[config.mk]
export PLATFORM = sky130hd
export DESIGN_NAME = button_debouncer_flat
export DESIGN_NICKNAME = d
export VERILOG_FILES = /design/src/rtl/button_debouncer_if.sv /design/src/rtl/button_debouncer.sv /design/src/flat_wrapper.sv
export SDC_FILE = /design/constraint.sdc
export NUM_CORES = 1
export LEC_CHECK = 0
export BUFFER_PORTS_ARGS = -buffer_cell sky130_fd_sc_hd__buf_2
export CAP_MARGIN = 40
export CORE_ASPECT_RATIO = 0.7
export CORE_MARGIN = 4
export CORE_UTILIZATION = 40
export CTS_BUF_LIST = sky130_fd_sc_hd__clkbuf_4
export DETAILED_ROUTE_END_ITERATION = 12
export PLACE_DENSITY = 0.6
export SYNTH_ARGS = -nofsm -noshare
export SYNTH_HDL_FRONTEND = slang
export SYNTH_SLANG_ARGS = --single-unit
[constraint.sdc]
create_clock -name clk -period 2.1 [get_ports clk]
set_clock_uncertainty 0.15 [all_clocks]
set_input_delay 0.315 -clock clk [delete_from_list [all_inputs] [get_ports clk]]
set_output_delay 0.315 -clock clk [all_outputs]
set_load 0.05 [all_outputs]
[src/rtl/button_debouncer_if.sv]
// Button debouncer signal bundle: raw button in, debounced level and strobes out.
interface button_debouncer_if;
    logic btn_in;
    logic btn_level;
    logic press_pulse;
    logic release_pulse;
    logic long_pulse;

    modport master (
        output btn_in,
        input  btn_level,
        input  press_pulse,
        input  release_pulse,
        input  long_pulse
    );

    modport slave (
        input  btn_in,
        output btn_level,
        output press_pulse,
        output release_pulse,
        output long_pulse
    );
endinterface

[src/rtl/button_debouncer.sv]
// Push-button debouncer: synchronizer, 4-state debounce FSM, press/release strobes.
// Optional long-press strobe when LONG_PRESS_EN is defined.
module button_debouncer #(
    parameter int unsigned SYNC_STAGES     = 2,
    parameter int unsigned DEBOUNCE_CYCLES = 1000000,
    parameter int unsigned LONG_CYCLES     = 100000000
) (
    input logic             clk,
    input logic             rst_n,
    button_debouncer_if.slave bus
);
    localparam int unsigned CNT_W = $clog2(DEBOUNCE_CYCLES + 1);
    localparam logic [CNT_W-1:0] CNT_LAST = CNT_W'(DEBOUNCE_CYCLES - 1);

    typedef enum logic [1:0] {StIdle, StPressWait, StPressed, StReleaseWait} state_t;

    logic [SYNC_STAGES-1:0] sync_q;
    logic                   s;
    state_t                 state_q;
    logic [CNT_W-1:0]       cnt_q;
    logic                   level_q;
    logic                   press_q;
    logic                   release_q;

    always_ff @(posedge clk or negedge rst_n) begin
        if (!rst_n) begin
            sync_q <= '0;
        end else begin
            sync_q <= {sync_q[SYNC_STAGES-2:0], bus.btn_in};
        end
    end

    assign s = sync_q[SYNC_STAGES-1];

    always_ff @(posedge clk or negedge rst_n) begin
        if (!rst_n) begin
            state_q   <= StIdle;
            cnt_q     <= '0;
            level_q   <= 1'b0;
            press_q   <= 1'b0;
            release_q <= 1'b0;
        end else begin
            press_q   <= 1'b0;
            release_q <= 1'b0;
            unique case (state_q)
                StIdle: begin
                    level_q <= 1'b0;
                    if (s) begin
                        state_q <= StPressWait;
                        cnt_q   <= CNT_W'(1);
                    end
                end
                StPressWait: begin
                    if (!s) begin
                        state_q <= StIdle;
                        cnt_q   <= '0;
                    end else if (cnt_q == CNT_LAST) begin
                        state_q <= StPressed;
                        cnt_q   <= '0;
                        level_q <= 1'b1;
                        press_q <= 1'b1;
                    end else begin
                        cnt_q <= cnt_q + CNT_W'(1);
                    end
                end
                StPressed: begin
                    level_q <= 1'b1;
                    if (!s) begin
                        state_q <= StReleaseWait;
                        cnt_q   <= CNT_W'(1);
                    end
                end
                StReleaseWait: begin
                    if (s) begin
                        state_q <= StPressed;
                        cnt_q   <= '0;
                    end else if (cnt_q == CNT_LAST) begin
                        state_q   <= StIdle;
                        cnt_q     <= '0;
                        level_q   <= 1'b0;
                        release_q <= 1'b1;
                    end else begin
                        cnt_q <= cnt_q + CNT_W'(1);
                    end
                end
                default: begin
                    state_q <= StIdle;
                    cnt_q   <= '0;
                    level_q <= 1'b0;
                end
            endcase
        end
    end

    assign bus.btn_level     = level_q;
    assign bus.press_pulse   = press_q;
    assign bus.release_pulse = release_q;

`ifdef LONG_PRESS_EN
    localparam int unsigned HOLD_W = $clog2(LONG_CYCLES + 1);

    logic [HOLD_W-1:0] hold_q;
    logic              long_q;

    // Counter parks at LONG_CYCLES so the strobe fires once per press.
    always_ff @(posedge clk or negedge rst_n) begin
        if (!rst_n) begin
            hold_q <= '0;
            long_q <= 1'b0;
        end else begin
            long_q <= 1'b0;
            if (state_q == StPressed || state_q == StReleaseWait) begin
                if (hold_q != HOLD_W'(LONG_CYCLES)) begin
                    hold_q <= hold_q + HOLD_W'(1);
                end
                if (hold_q == HOLD_W'(LONG_CYCLES - 1)) begin
                    long_q <= 1'b1;
                end
            end else begin
                hold_q <= '0;
            end
        end
    end

    assign bus.long_pulse = long_q;
`else
    logic unused_long_cycles;
    assign unused_long_cycles = ^LONG_CYCLES;
    assign bus.long_pulse     = 1'b0;
`endif
endmodule

[src/flat_wrapper.sv]
// flat-port wrapper written by rule: the top's interface ports become plain ports
module button_debouncer_flat 
#(
    parameter int unsigned SYNC_STAGES     = 2,
    parameter int unsigned DEBOUNCE_CYCLES = 1000000,
    parameter int unsigned LONG_CYCLES     = 100000000
)
  (clk, rst_n, bus_btn_in, bus_btn_level, bus_press_pulse, bus_release_pulse, bus_long_pulse);
  button_debouncer_if bus_i ();
  input logic clk;
  input logic rst_n;
  input wire logic [$bits(bus_i.btn_in)-1:0] bus_btn_in;
  output wire logic [$bits(bus_i.btn_level)-1:0] bus_btn_level;
  output wire logic [$bits(bus_i.press_pulse)-1:0] bus_press_pulse;
  output wire logic [$bits(bus_i.release_pulse)-1:0] bus_release_pulse;
  output wire logic [$bits(bus_i.long_pulse)-1:0] bus_long_pulse;
  assign bus_i.btn_in = bus_btn_in;
  assign bus_btn_level = bus_i.btn_level;
  assign bus_press_pulse = bus_i.press_pulse;
  assign bus_release_pulse = bus_i.release_pulse;
  assign bus_long_pulse = bus_i.long_pulse;
  button_debouncer #(.SYNC_STAGES(SYNC_STAGES), .DEBOUNCE_CYCLES(DEBOUNCE_CYCLES), .LONG_CYCLES(LONG_CYCLES)) u_core (.clk(clk), .rst_n(rst_n), .bus(bus_i));
endmodule
# Yosys cells after proc, flatten, opt, wreduce, memory -nomap -nowiden
# Index checks and enable logic that the tools add are counted.
# totals
output_inout_bits	4
elab_cells	46
ff_bits	27
# op_classes
eq_ne	12
reduce_logical	4
mux	23
n_addsub	1
# op_table
cell	n
$mux W20	5
$pmux W20 S4	1
$add A20 B1 Y20 const B	1
$eq A20 B20 Y1 const B	1
$mux W2	6
$mux W1	9
$ne A2 B1 Y1 const B	4
$pmux W2 S4	1
$reduce_and A4 Y1	2
$eq A2 B2 Y1 const B	2
$ne A2 B2 Y1 const B	2
$pmux W1 S4	1
$ne A3 B1 Y1 const B	1
$ne A3 B3 Y1 const B	1
$eq A2 B1 Y1 const B	1
$logic_not A2 Y1	1
$reduce_and A2 Y1	1

# Logic depth before layout (Yosys ltp)
# Gate-level depths: netlist of the first run.
# logic_depth
word_depth	4
ltp_mapped	8

# Least setup slack after synthesis of the first run
# Ideal clock, no wire load.
# synth_timing
path_kind	reg2reg
start	register u_core.cnt_q[0]
end	register u_core.cnt_q[13]
t_arrival_ns	1.877
setup_slack_ns	-0.051
t_required_ns	1.826
n_path_buf	2
period_less_slack_ns	2.151
path_stages_with_launch	9
path_cell_list	dfrtp_1 -> ha_1 -> nand4_2 -> or3_1 -> buf_6 -> o21ba_1 -> buf_6 -> and3_1 -> a211o_1
# synth_via
elab_chain_len	4
elab_cells_between_ends	6
# synth_rtl
element	line	source
start, declared	button_debouncer.sv:20	logic [CNT_W-1:0] cnt_q;
start signal, assigned	button_debouncer.sv:63	cnt_q <= cnt_q + CNT_W'(1);
start signal, assigned	button_debouncer.sv:83	cnt_q <= cnt_q + CNT_W'(1);
$add A20 B1 Y20 or $eq A20 B20 Y1 (tied branches)	-	
$mux W20 *	button_debouncer.sv:57, button_debouncer.sv:77	
$mux W20, on equally long branches	button_debouncer.sv:74, button_debouncer.sv:54	
$pmux W20 S4 *	button_debouncer.sv:45	unique case (state_q)
# Mark *: on every way between the ends. The rest lies on a longest branch, timed or not.
# A chain may end at the register's enable or synchronous reset.

# Worst setup path after layout of the first run
# layout_timing
start	register u_core.cnt_q[13]
end	register u_core.level_q (netlist: u_core.bus.btn_level)
# layout_via
elab_chain_len	3
elab_cells_between_ends	4
# layout_rtl
element	line	source
$eq A20 B20 Y1 *	button_debouncer.sv:57, button_debouncer.sv:77	
$ne A2 B1 Y1 (no source line)	-	
$reduce_and A4 Y1 (no source line) *	-	
end signal, assigned	button_debouncer.sv:60	level_q <= 1'b1;
end signal, assigned	button_debouncer.sv:67	level_q <= 1'b1;
end signal, assigned	button_debouncer.sv:80	level_q <= 1'b0;
end, declared	button_debouncer.sv:21	logic level_q;
# Marked as above.

==> key figures, run 1 <==
Worst setup path
  • Crit path DAT: roughly 2.2 ns
  • Crit Path Max Fanout: 4
  • CP top delay family: simple AND/OR/NAND/NOR gates
  • Crit path top cell by count: buf_4
  • Setup crit start kind: flip-flop
  • CP Buf/Inv Count: 2
  • Crit end category: flip-flop
  • Crit Path Class: reg -> reg
  • Cell Chain, Critical Path: nor4bb_2, nand4_1, buf_4, buf_4, o31ai_1, o21ai_0, mux2_2
  • CP max-delay cell: dfrtp_1
  • WP data required: roughly 2.2 ns
  • Max incr delay on CP: 0.43 ns

Drt
  • DRC Markers: 0
  • Routed wire length: between 3 and 4 mm
  • DR vias: between 1k and 1.5k
  • Drt via density: roughly 5.5
  • Initial DRC count: between 70 and 80
  • Routed length per instance: ~15 µm
  • Post-route ant nets: 0
  • Router iterations before antenna repair: 4

Floorplan
  • Die W: just over 80 µm
  • Placement row count: 18
  • Placeable Area: roughly 3600 µm²
  • Starting Density: ~43%
  • Die height: 60.1 µm
  • Ports: 7
  • Die Area: 4960 µm²

Timing
  • Max_slew headroom: about three fifths
  • Finish-stage setup viols: 0
  • Worst slew pin tran: approximately 0.63 ns
  • Fmax: between 400 and 500 MHz
  • Pins Over Slew Limit: 0
  • Minimum clock period: ~2.1 ns
  • Period utilization: 98.1%
  • Final Hold Fails: 0

Flow run
  • Max_cap viols: 0

Cells and area
  • Share of post-route cells with drive strength above 1: a little under a third
  • Fin util: 53.8%
  • # diodes: 0
  • Layout Cells excl Fill: ~250
  • Post-route cell area: roughly 1900 µm²
  • # nets final: roughly 210
  • Synthesis-to-layout area growth: 25.6%
  • Number of fillers in the final layout: between 300 and 400

CTS
  • H-tree levels: 1
  • Worst-Skew Late Latency: approximately 0.33 ns
  • CTS root buf: clkbuf_4
  • CTS tree: done
  • Num Clock Sinks: 27
  • CTS Buf Count: 3
  • Clock Path Buffers: 2
  • Clock slew at reported path FFs: roughly 0.15 ns

Yosys
  • Syn avg cell area: ~9.1 µm²
  • Post-Synthesis Cells: 170
  • #FFs+latches synth: 27
  • Ys async rst share: 100%
  • Prevailing post-synth register cell: dfrtp_1
  • Post-synth EDFFs: 0
  • Post-synthesis net count: approximately 180
  • Seq/Total Area, Yosys: a little over two fifths
  • Post-Synthesis Cell Area: about 1600 µm²
  • Yosys Warn Count: 0
  • Yosys cell types: a little over 40

Run status
  • Status: complete, no violations

Global route
  • Initial antenna violation count: 0
  • Global-route wire length before repair: roughly 6 mm
  • Number of global-route vias before repair: 1231
  • Largest net degree at the start of global routing: 28
  • Total track usage: between 10% and 20%
  • Gr ovfl total: 0

Worst hold path
  • Worst min-delay path category: reg -> reg

Placement
  • Dpl cell area: approximately 1800 µm²
  • # port buffers: 5
  • HPWL Detailed: approximately 2.6 mm
  • Placed Cells: around 240
  • Placer Congestion: about 0.85

Power
  • Max rail drop VDD: 610 µV
  • Pwr dens: between 900 and 1000 nW/µm²
  • Leak pwr: 0.827 nW
## Yosys cell counts, types with 4 or more instances
cell	n	area [µm²]
dfrtp_1	27	676
nand2_1	21	78.8
nor2_1	15	56.3
nand3_1	11	55.1
o21ai_0	11	55.1
inv_1	6	22.5
nand4_1	6	37.5
ha_1	5	62.6
mux2i_1	5	50.1
nor3_1	5	25.0
o31ai_1	5	37.5
clkbuf_1	4	15.0
o311ai_0	4	35.0
## registers in the layout, summed over array words and instances (netlist names), named ones only
signal and flops:
u_core.bus.press_pulse 1, u_core.sync_q 2, u_core.bus.btn_level 1, u_core.cnt_q 20, u_core.state_q 1, u_core.bus.release_pulse 1
## per-layer routing
layer,vias up,share of wire (%),GRT usage (%)
met2,42,44,24.9
li1,689,-,-
met1,654,49,24.2
met5,-,0,0
met3,2,6.2,4.07
met4,0,0.61,3.32
## worst paths after layout
path	end	depth (start not counted)	slack [ns]	from
setup / recovery	u_core.bus.btn_level$_DFFE_PN0P_	7	0.04	u_core.cnt_q[13]$_DFFE_PN0P_
hold / removal	u_core.sync_q[1]$_DFF_PN0_	0	0.22	u_core.sync_q[0]$_DFF_PN0_
setup reg to reg	u_core.bus.btn_level$_DFFE_PN0P_	7	0.04	u_core.cnt_q[13]$_DFFE_PN0P_
hold reg to reg	u_core.sync_q[1]$_DFF_PN0_	0	0.22	u_core.sync_q[0]$_DFF_PN0_
max in group asynchronous	u_core.cnt_q[5]$_DFFE_PN0P_	2	1.02	rst_n
min in group asynchronous	u_core.sync_q[0]$_DFF_PN0_	2	0.36	rst_n
## cells by family (layout without fill, tap and decap cells)
kind of cell             after synthesis  count (layout)  share of synthesized area (%)
flip-flops                            27              27                           43.5
AND/OR/NAND/NOR                       75              75                           24.8
multiplexers                           7               7                           4.68
buffers and inverters                 16              50                           5.32
adder cells (fa/ha/maj)                5               5                           4.03
AO/OA/AOI/OAI                         39              39                           17.4
other                                  1               1                          0.242
## power by group
part	internal, W	switching [W]
combinational	0.000455	0.000557
clock	0.0000874	0.000162
sequential	0.000575	0.0000355
## stage by stage
stage	hold slack [ns]	worst slack, ns	total power [W]	TNS, ns
after global placement	0.183	-0.00344	0.00144	-0.00344
final	0.220	0.0391	0.00187	0
after floorplan	-0.131	-0.0340	0.00118	-0.0340
after global routing	0.238	-0.0155	0.00200	-0.0269
after detailed placement	0.190	-0.0269	0.00147	-0.0707
after CTS	0.224	0.00323	0.00173	0
## layout by cell type, fill, tap and decap left out, types with 2 or more instances in the layout
cell / count
a21o_1: 2
a21oi_1: 3
a31oi_1: 2
and2_1: 2
buf_2: 5
buf_4: 31
clkbuf_4: 4
dfrtp_1: 27
dlygate4sd3_1: 2
ha_1: 4
inv_1: 5
mux2_2: 2
mux2i_1: 4
nand2_1: 21
nand3_1: 11
nand4_1: 6
nor2_1: 13
nor3_1: 3
nor3_2: 2
nor4_1: 3
o21a_1: 2
o21ai_0: 11
o311ai_0: 2
o311ai_1: 2
o31ai_1: 5
o41ai_1: 2
or3_1: 2
## what timing repair did
item | in CTS | in global routing
hold buffers | 2 | 0
endpoints found under the hold margin | 28 | 0
setup buffers | 1 | 5
gates resized for setup | 2 | 13
pin swaps | 1 | 1
gates cloned | 0 | 1
endpoints found under the setup margin | 6 | 17
## area by class of cell
class / instances / area (µm²) / share of cell area [%]
clock buffers: 4 / 30.0 / 1.54
inverters: 6 / 22.5 / 1.16
multi-input cells: 127 / 858 / 44.0
flip-flops and latches: 27 / 676 / 34.7
well taps: 50 / 62.6 / 3.21
repair buffers: 40 / 300 / 15.4
## worst register-to-register path, stage by stage, from the launching register on
cell and delay (ns):
dfrtp_1 0.43, nor4bb_2 0.34, nand4_1 0.13, buf_4 0.18
buf_4 0.15, o31ai_1 0.19, o21ai_0 0.12, mux2_2 0.28
No activity file was read; power rests on OpenSTA's default activity.
==> run 2, diff against run 1 <==
- PLACE_DENSITY: 0.6 -> 0.58
- RECOVER_POWER: default -> 50
- clock period: 2.1 -> 2.2 ns (I/O delays scaled with it)
==> run 2 against run 1 <==
  * Sequential cell count unchanged
  * First-iteration DRC count up 54%
  * Sequential share of layout area up 2.2 points
  * Final area down 5.9%
  * Sequential power down 2%
  * Maximum frequency down 3.2%
  * Wire length down 0.34%
  * Clock-buffer cell count down 1
  * Critical path type unchanged
  * Largest power group unchanged
==> key figures, run 2 (synthesized netlist as in run 1, its figures left out) <==
Global route
  • Gr ovfl total: 0 (unchanged)
  • Total track usage: 16.9% (was 16.6%)
  • Initial antenna violation count: 0 (unchanged)
  • Largest net degree at the start of global routing: 28 (unchanged)
  • Global-route wire length before repair: 6.29 mm (was 6.14 mm)
  • Number of global-route vias before repair: 1268 (was 1231)

Worst hold path
  • Worst min-delay path category: reg -> reg (unchanged)
  • Hold Path End: u_core.sync_q[1]$_DFF_PN0_ (unchanged)
  • WHS Path Cells: 0 (unchanged)
  • Hold Startpoint: u_core.sync_q[0]$_DFF_PN0_ (unchanged)

Flow run
  • Max_cap viols: 0 (unchanged)

Drt
  • Routed wire length: 3.76 mm (was 3.77 mm)
  • Post-route ant nets: 0 (unchanged)
  • Routed length per instance: 15.5 µm (was 14.8 µm)
  • DR vias: 1347 (was 1387)
  • DRC Markers: 0 (unchanged)
  • Initial DRC count: 117 (was 76)
  • Drt via density: 5.54 (was 5.46)
  • Router iterations before antenna repair: 4 (unchanged)

Cells and area
  • # nets final: 202 (was 213)
  • Largest Register: u_core.cnt_q (unchanged)
  • Share of post-route cells with drive strength above 1: 23.8% (was 30.4%)
  • Fin util: 50.6% (was 53.8%)
  • Max reg flops: 20 (unchanged)
  • Layout Cells excl Fill: 243 (was 254)
  • Synthesis-to-layout area growth: 18.2% (was 25.6%)
  • # diodes: 0 (unchanged)
  • Commonest non-fill, non-tap cell in the layout: dfrtp_1 (was buf_4)
  • Most frequent cells in the layout: dfrtp_1 (26), nand2_1 (21), buf_4 (21) (was buf_4 (31), dfrtp_1 (27), nand2_1 (21))
  • Regs by FF count: u_core.cnt_q (20), u_core.sync_q (2) (unchanged)
  • Post-route cell area: 1830 µm² (was 1950 µm²)

Worst setup path
  • Max incr delay on CP: 0.40 ns (was 0.43 ns)
  • Crit end category: flip-flop (unchanged)
  • R2R setup slack: 0.07 ns (was 0.04 ns)
  • Cell Chain, Critical Path: ha_1, nand4_2, or3_4, o21bai_2, clkdlybuf4s15_2, o21ai_0, o2bb2ai_1 (was nor4bb_2, nand4_1, buf_4, buf_4, o31ai_1, o21ai_0, mux2_2)
  • CP max-delay cell: or3_4 (was dfrtp_1)
  • Setup crit start kind: flip-flop (unchanged)
  • Crit Path Max Fanout: 6 (was 4)
  • Critical R2R Launch: u_core.cnt_q[1]$_DFFE_PN0P_ (was u_core.cnt_q[13]$_DFFE_PN0P_)
  • Crit path DAT: 2.22 ns (was 2.15 ns)
  • WP data required: 2.29 ns (was 2.19 ns)
  • Worst reg2reg path endpoint: u_core.cnt_q[7]$_DFFE_PN0P_ (was u_core.bus.btn_level$_DFFE_PN0P_)
  • Crit Path Class: reg -> reg (unchanged)
  • R2R cell count: 7 (unchanged)

CTS
  • Clock slew at reported path FFs: 0.16 ns (was 0.15 ns)
  • Num Clock Sinks: 27 (unchanged)
  • CTS tree: done (unchanged)
  • CTS Buf Count: 3 (unchanged)
  • CTS root buf: clkbuf_4 (unchanged)
  • Clock Path Buffers: 2 (unchanged)
  • H-tree levels: 1 (unchanged)
  • Worst-Skew Late Latency: 0.34 ns (was 0.33 ns)

Floorplan
  • Placeable Area: 3630 µm² (unchanged)
  • Die Area: 4960 µm² (unchanged)
  • Ports: 7 (unchanged)
  • Starting Density: 42.8% (unchanged)
  • Placement row count: 18 (unchanged)
  • Die W: 82.4 µm (unchanged)
  • Die height: 60.1 µm (unchanged)

Timing
  • Period utilization: 96.8% (was 98.1%)
  • Setup TNS: 0 ns (unchanged)
  • Worst slew pin tran: 0.673 ns (was 0.628 ns)
  • Fmax: 470 MHz (was 485 MHz)
  • RSZ-0062 raised after global routing: true
  • Max_slew headroom: 55.1% (was 58.2%)
  • Minimum clock period: 2.13 ns (was 2.06 ns)
  • Finish-stage setup viols: 0 (unchanged)
  • Pins Over Slew Limit: 0 (unchanged)
  • Final Hold Fails: 0 (unchanged)

Placement
  • # port buffers: 5 (unchanged)
  • Placed Cells: 235 (was 241)
  • HPWL Detailed: 2.60 mm (was 2.55 mm)
  • Placer Congestion: 0.898 (was 0.853)
  • Dpl cell area: 1730 µm² (was 1790 µm²)

Power
  • Max rail drop VDD: 516 µV (was 610 µV)
  • Total Power: 0.00166 W (was 0.00187 W)
  • Pwr dens: 907 nW/µm² (was 961 nW/µm²)
  • Leak pwr: 0.768 nW (was 0.827 nW)

Run status
  • Status: complete, no violations (unchanged)
run 2: cell count changes in the layout (fill, tap and decap cells not counted), sizes merged:
cell	before	now
buf	37	25
clkinvlp	0	1
run 2: power breakdown:
group | internal (W) | total (W) | switching [W]
logic | 0.000338 | 0.000833 | 0.000495
clock network | 0.0000698 | 0.000233 | 0.000163
registers | 0.000549 | 0.000597 | 0.0000473
run 2: metrics by stage:
stage / setup WS [ns] / hold slack (ns)
after floorplan: 0.0494 / -0.116
after global placement: 0.0303 / 0.191
after detailed placement: 0.0175 / 0.188
after CTS: 0.0276 / 0.224
after global routing: -0.0643 / 0.243
final: 0.0706 / 0.221
run 2: critical path: cells and delay by family (launching register included):
| kind | cells | cell delay (ns) |
|---|---|---|
| buffers and inverters | 1 | 0.31 |
| flip-flops | 1 | 0.39 |
| AO/OA/AOI/OAI | 3 | 0.46 |
| adder cells (fa/ha/maj) | 1 | 0.19 |
| AND/OR/NAND/NOR | 2 | 0.53 |
run 2: what timing repair did:
item                                   CTS  global route
endpoints found under the hold margin   28             0
hold buffers                             2             0
gates resized for setup                  1            10
cloned                                   0             1
buffers inserted                         0             1
setup endpoints to repair                1            18
pin swaps                                0             2
run 2: layout make-up:
type / instances / area [µm²]
fill: 331 / 1790
multi-input combinational: 127 / 828
inverter: 6 / 22.5
tap: 50 / 62.6
clock buffer: 3 / 22.5
clock inverter: 1 / 7.51
sequential: 27 / 677
timing repair buffer: 29 / 214
run 2: worst max path at each step:
stage | startpoint | endpoint | slack (ns)
CTS | u_core.cnt_q[1]$_DFFE_PN0P_ | u_core.cnt_q[12]$_DFFE_PN0P_ | 0.03
detailed placement | u_core.cnt_q[1]$_DFFE_PN0P_ | u_core.cnt_q[13]$_DFFE_PN0P_ | 0.02
global placement | u_core.cnt_q[0]$_DFFE_PN0P_ | u_core.cnt_q[13]$_DFFE_PN0P_ | 0.03
finish | u_core.cnt_q[1]$_DFFE_PN0P_ | u_core.cnt_q[7]$_DFFE_PN0P_ | 0.07
global route | u_core.cnt_q[0]$_DFFE_PN0P_ | u_core.cnt_q[7]$_DFFE_PN0P_ | -0.06
floorplan | u_core.cnt_q[0]$_DFFE_PN0P_ | u_core.cnt_q[13]$_DFFE_PN0P_ | 0.05
run 2: metal layers:
metal / routed length (µm) / track usage (%)
met5: 0 / 0
met2: 1690 / 25.3
met3: 194 / 4.22
met1: 1850 / 24.6
met4: 22 / 3.32
==> run 3, diff against run 2 <==
- clock period: 2.2 -> 2.58 ns (I/O delays scaled with it)
==> run 3 against run 2 <==
  * The flow now finishes with violations (capacitance limit, slew limit)
  * Critical path depth fell by 1
  * Final area down 10%
  * Final cell count is 7.8% lower
  * Largest cell class unchanged
  * Non-clock buffer count decreased by 19
  * Sequential power is 14% lower
  * Power decreased by 22%
  * Utilization shrank 5.1 points
  * Clock power is 18% lower
==> key figures, run 3 (synthesized netlist as in run 1, its figures left out) <==
Global route
  • Gr ovfl total: 0 (unchanged)
  • Global-route wire length before repair: 5.84 mm (was 6.29 mm)
  • Largest net degree at the start of global routing: 28 (unchanged)
  • Total track usage: 16.0% (was 16.9%)
  • Initial antenna violation count: 0 (unchanged)
  • Number of global-route vias before repair: 1126 (was 1268)

Power
  • Sw frac: 43.4% (was 42.4%)
  • Sw power: 0.000560 W (was 0.000706 W)
  • Power share of the clock group: 14.8% (was 14.0%)
  • Max rail drop VDD: 442 µV (was 516 µV)
  • Pwr dens: 784 nW/µm² (was 907 nW/µm²)
  • Leak pwr: 0.671 nW (was 0.768 nW)
  • Comb power frac: 45.4% (was 50.1%)
  • Sequential share of power: 39.8% (was 35.9%)
  • Internal power: 0.000731 W (was 0.000957 W)

Worst setup path
  • R2R setup slack: 0.19 ns (was 0.07 ns)
  • Crit end category: flip-flop (unchanged)
  • WP data required: 2.67 ns (was 2.29 ns)
  • Crit Path Max Fanout: 10 (was 6)
  • Setup crit start kind: flip-flop (unchanged)
  • Crit path DAT: 2.48 ns (was 2.22 ns)
  • R2R cell count: 6 (was 7)
  • Crit Path Class: reg -> reg (unchanged)

Cells and area
  • Share of post-route cells with drive strength above 1: 10.3% (was 23.8%)
  • Commonest non-fill, non-tap cell in the layout: dfrtp_1 (unchanged)
  • # nets final: 183 (was 202)
  • Layout Cells excl Fill: 224 (was 243)
  • Synthesis-to-layout area growth: 6.21% (was 18.2%)
  • Number of fillers in the final layout: 345 (was 331)
  • Most frequent cells in the layout: dfrtp_1 (27), nand2_1 (21), nor2_1 (15) (was dfrtp_1 (26), nand2_1 (21), buf_4 (21))
  • Largest Register: u_core.cnt_q (unchanged)
  • # diodes: 0 (unchanged)
  • Max reg flops: 20 (unchanged)
  • Regs by FF count: u_core.cnt_q (20), u_core.sync_q (2) (unchanged)

CTS
  • Postcts setup bufs: 0 (unchanged)
  • CTS Buf Count: 3 (unchanged)
  • CTS tree: done (unchanged)
  • Clock Path Buffers: 2 (unchanged)
  • Clock slew at reported path FFs: 0.16 ns (about the same)
  • CTS root buf: clkbuf_4 (unchanged)
  • Num Clock Sinks: 27 (unchanged)
  • Post-CTS Resized: 0 (was 1)
  • Worst-Skew Late Latency: 0.34 ns (about the same)
  • H-tree levels: 1 (unchanged)

Timing
  • Fmax: 419 MHz (was 470 MHz)
  • Final Hold Fails: 0 (unchanged)
  • Pins Over Slew Limit: 28 (was 0)
  • WHS: 0.218 ns (was 0.221 ns)
  • Finish-stage setup viols: 0 (unchanged)
  • PnR worst setup slack: 0.193 ns (was 0.0706 ns)
  • Setup TNS: 0 ns (unchanged)
  • Period utilization: 92.5% (was 96.8%)
  • Worst slew pin tran: 1.53 ns (was 0.673 ns)
  • Minimum clock period: 2.39 ns (was 2.13 ns)
  • Max_slew headroom: -1.82% (was 55.1%)
  • RSZ-0062 raised after global routing: false (was true)

Placement
  • Pre-CTS WS: 0.209 ns (was 0.0175 ns)
  • Placer Congestion: 0.823 (was 0.898)
  • # port buffers: 5 (unchanged)
  • Placed Cells: 218 (was 235)
  • HPWL Detailed: 2.44 mm (was 2.60 mm)

Drt
  • Drt via density: 5.64 (was 5.54)
  • Router iterations before antenna repair: 4 (unchanged)
  • Routed length per instance: 15.3 µm (was 15.5 µm)
  • DRC Markers: 0 (unchanged)
  • Routed wire length: 3.44 mm (was 3.76 mm)
  • DR vias: 1263 (was 1347)
  • Initial DRC count: 93 (was 117)
  • Post-route ant nets: 0 (unchanged)

Worst hold path
  • WHS Path Cells: 0 (unchanged)
  • Worst min-delay path category: reg -> reg (unchanged)

Floorplan
  • Placeable Area: 3630 µm² (unchanged)
  • Die Area: 4960 µm² (unchanged)
  • Die W: 82.4 µm (unchanged)
  • Starting Density: 42.8% (unchanged)
  • Placement row count: 18 (unchanged)
  • Die height: 60.1 µm (unchanged)
  • Ports: 7 (unchanged)

Run status
  • Status: finished with violations (was complete, no violations)
  • Failing checks: capacitance limit, slew limit

Flow run
  • Max_cap viols: 1 (was 0)
## run 3: power groups by stage
stage	combinational (W)	sequential, W	clock, W
2_1_floorplan	0.000405	0.000539	0
3_3_place_gp	0.000561	0.000517	0
3_5_place_dp	0.000575	0.000523	0
4_1_cts	0.000584	0.000514	0.000203
5_1_grt	0.000653	0.000523	0.000223
6_report	0.000586	0.000514	0.000192
## run 3: stage by stage
stage	total power, W	cell area (µm²)	util [%]
final	0.00129	1650	45.4
after global routing	0.00140	1650	45.4
after CTS	0.00130	1650	45.5
after detailed placement	0.00110	1600	44.2
after global placement	0.00108	1600	44.2
after floorplan	0.000944	1550	-
## run 3: metal layers
metal | wire length (µm) | up-vias | GRT usage (%)
met3 | 132 | 2 | 4.07
met1 | 1830 | 608 | 23.8
met4 | 19 | 0 | 2.84
li1 | - | 629 | -
met5 | 0 | - | 0
met2 | 1460 | 24 | 23.4
## run 3: path summary, 6_finish.rpt
path / end / from
min in group asynchronous: u_core.cnt_q[8]$_DFFE_PN0P_ / rst_n
min: u_core.sync_q[1]$_DFF_PN0_ / u_core.sync_q[0]$_DFF_PN0_
max reg2reg: u_core.cnt_q[13]$_DFFE_PN0P_ / u_core.cnt_q[0]$_DFFE_PN0P_
min reg2reg: u_core.sync_q[1]$_DFF_PN0_ / u_core.sync_q[0]$_DFF_PN0_
max in group asynchronous: u_core.cnt_q[1]$_DFFE_PN0P_ / rst_n
max: u_core.cnt_q[13]$_DFFE_PN0P_ / u_core.cnt_q[0]$_DFFE_PN0P_
## run 3: worst max-delay path: stages (launching register included)
cell	delay [ns]
dfrtp_1	0.43
ha_1	0.24
nand4_2	0.15
or3_1	0.46
o21ba_1	0.37
and3_1	0.24
a211o_1	0.26
## run 3: final cells by class
cell class	instances	area, µm²	area share (%)
Timing Repair Buffer	10	66.3	4.02
Clock inverter	1	5.00	0.304
Multi-Input combinational cell	127	793	48.1
Inverter	6	22.5	1.37
Sequential cell	27	676	41.0
Clock buffer	3	22.5	1.37
Tap cell	50	62.6	3.80
## run 3: timing repair
| item | CTS | global route |
|---|---|---|
| setup endpoints to repair | 0 | 0 |
| hold buffers | 2 | 0 |
| endpoints found under the hold margin | 28 | 0 |
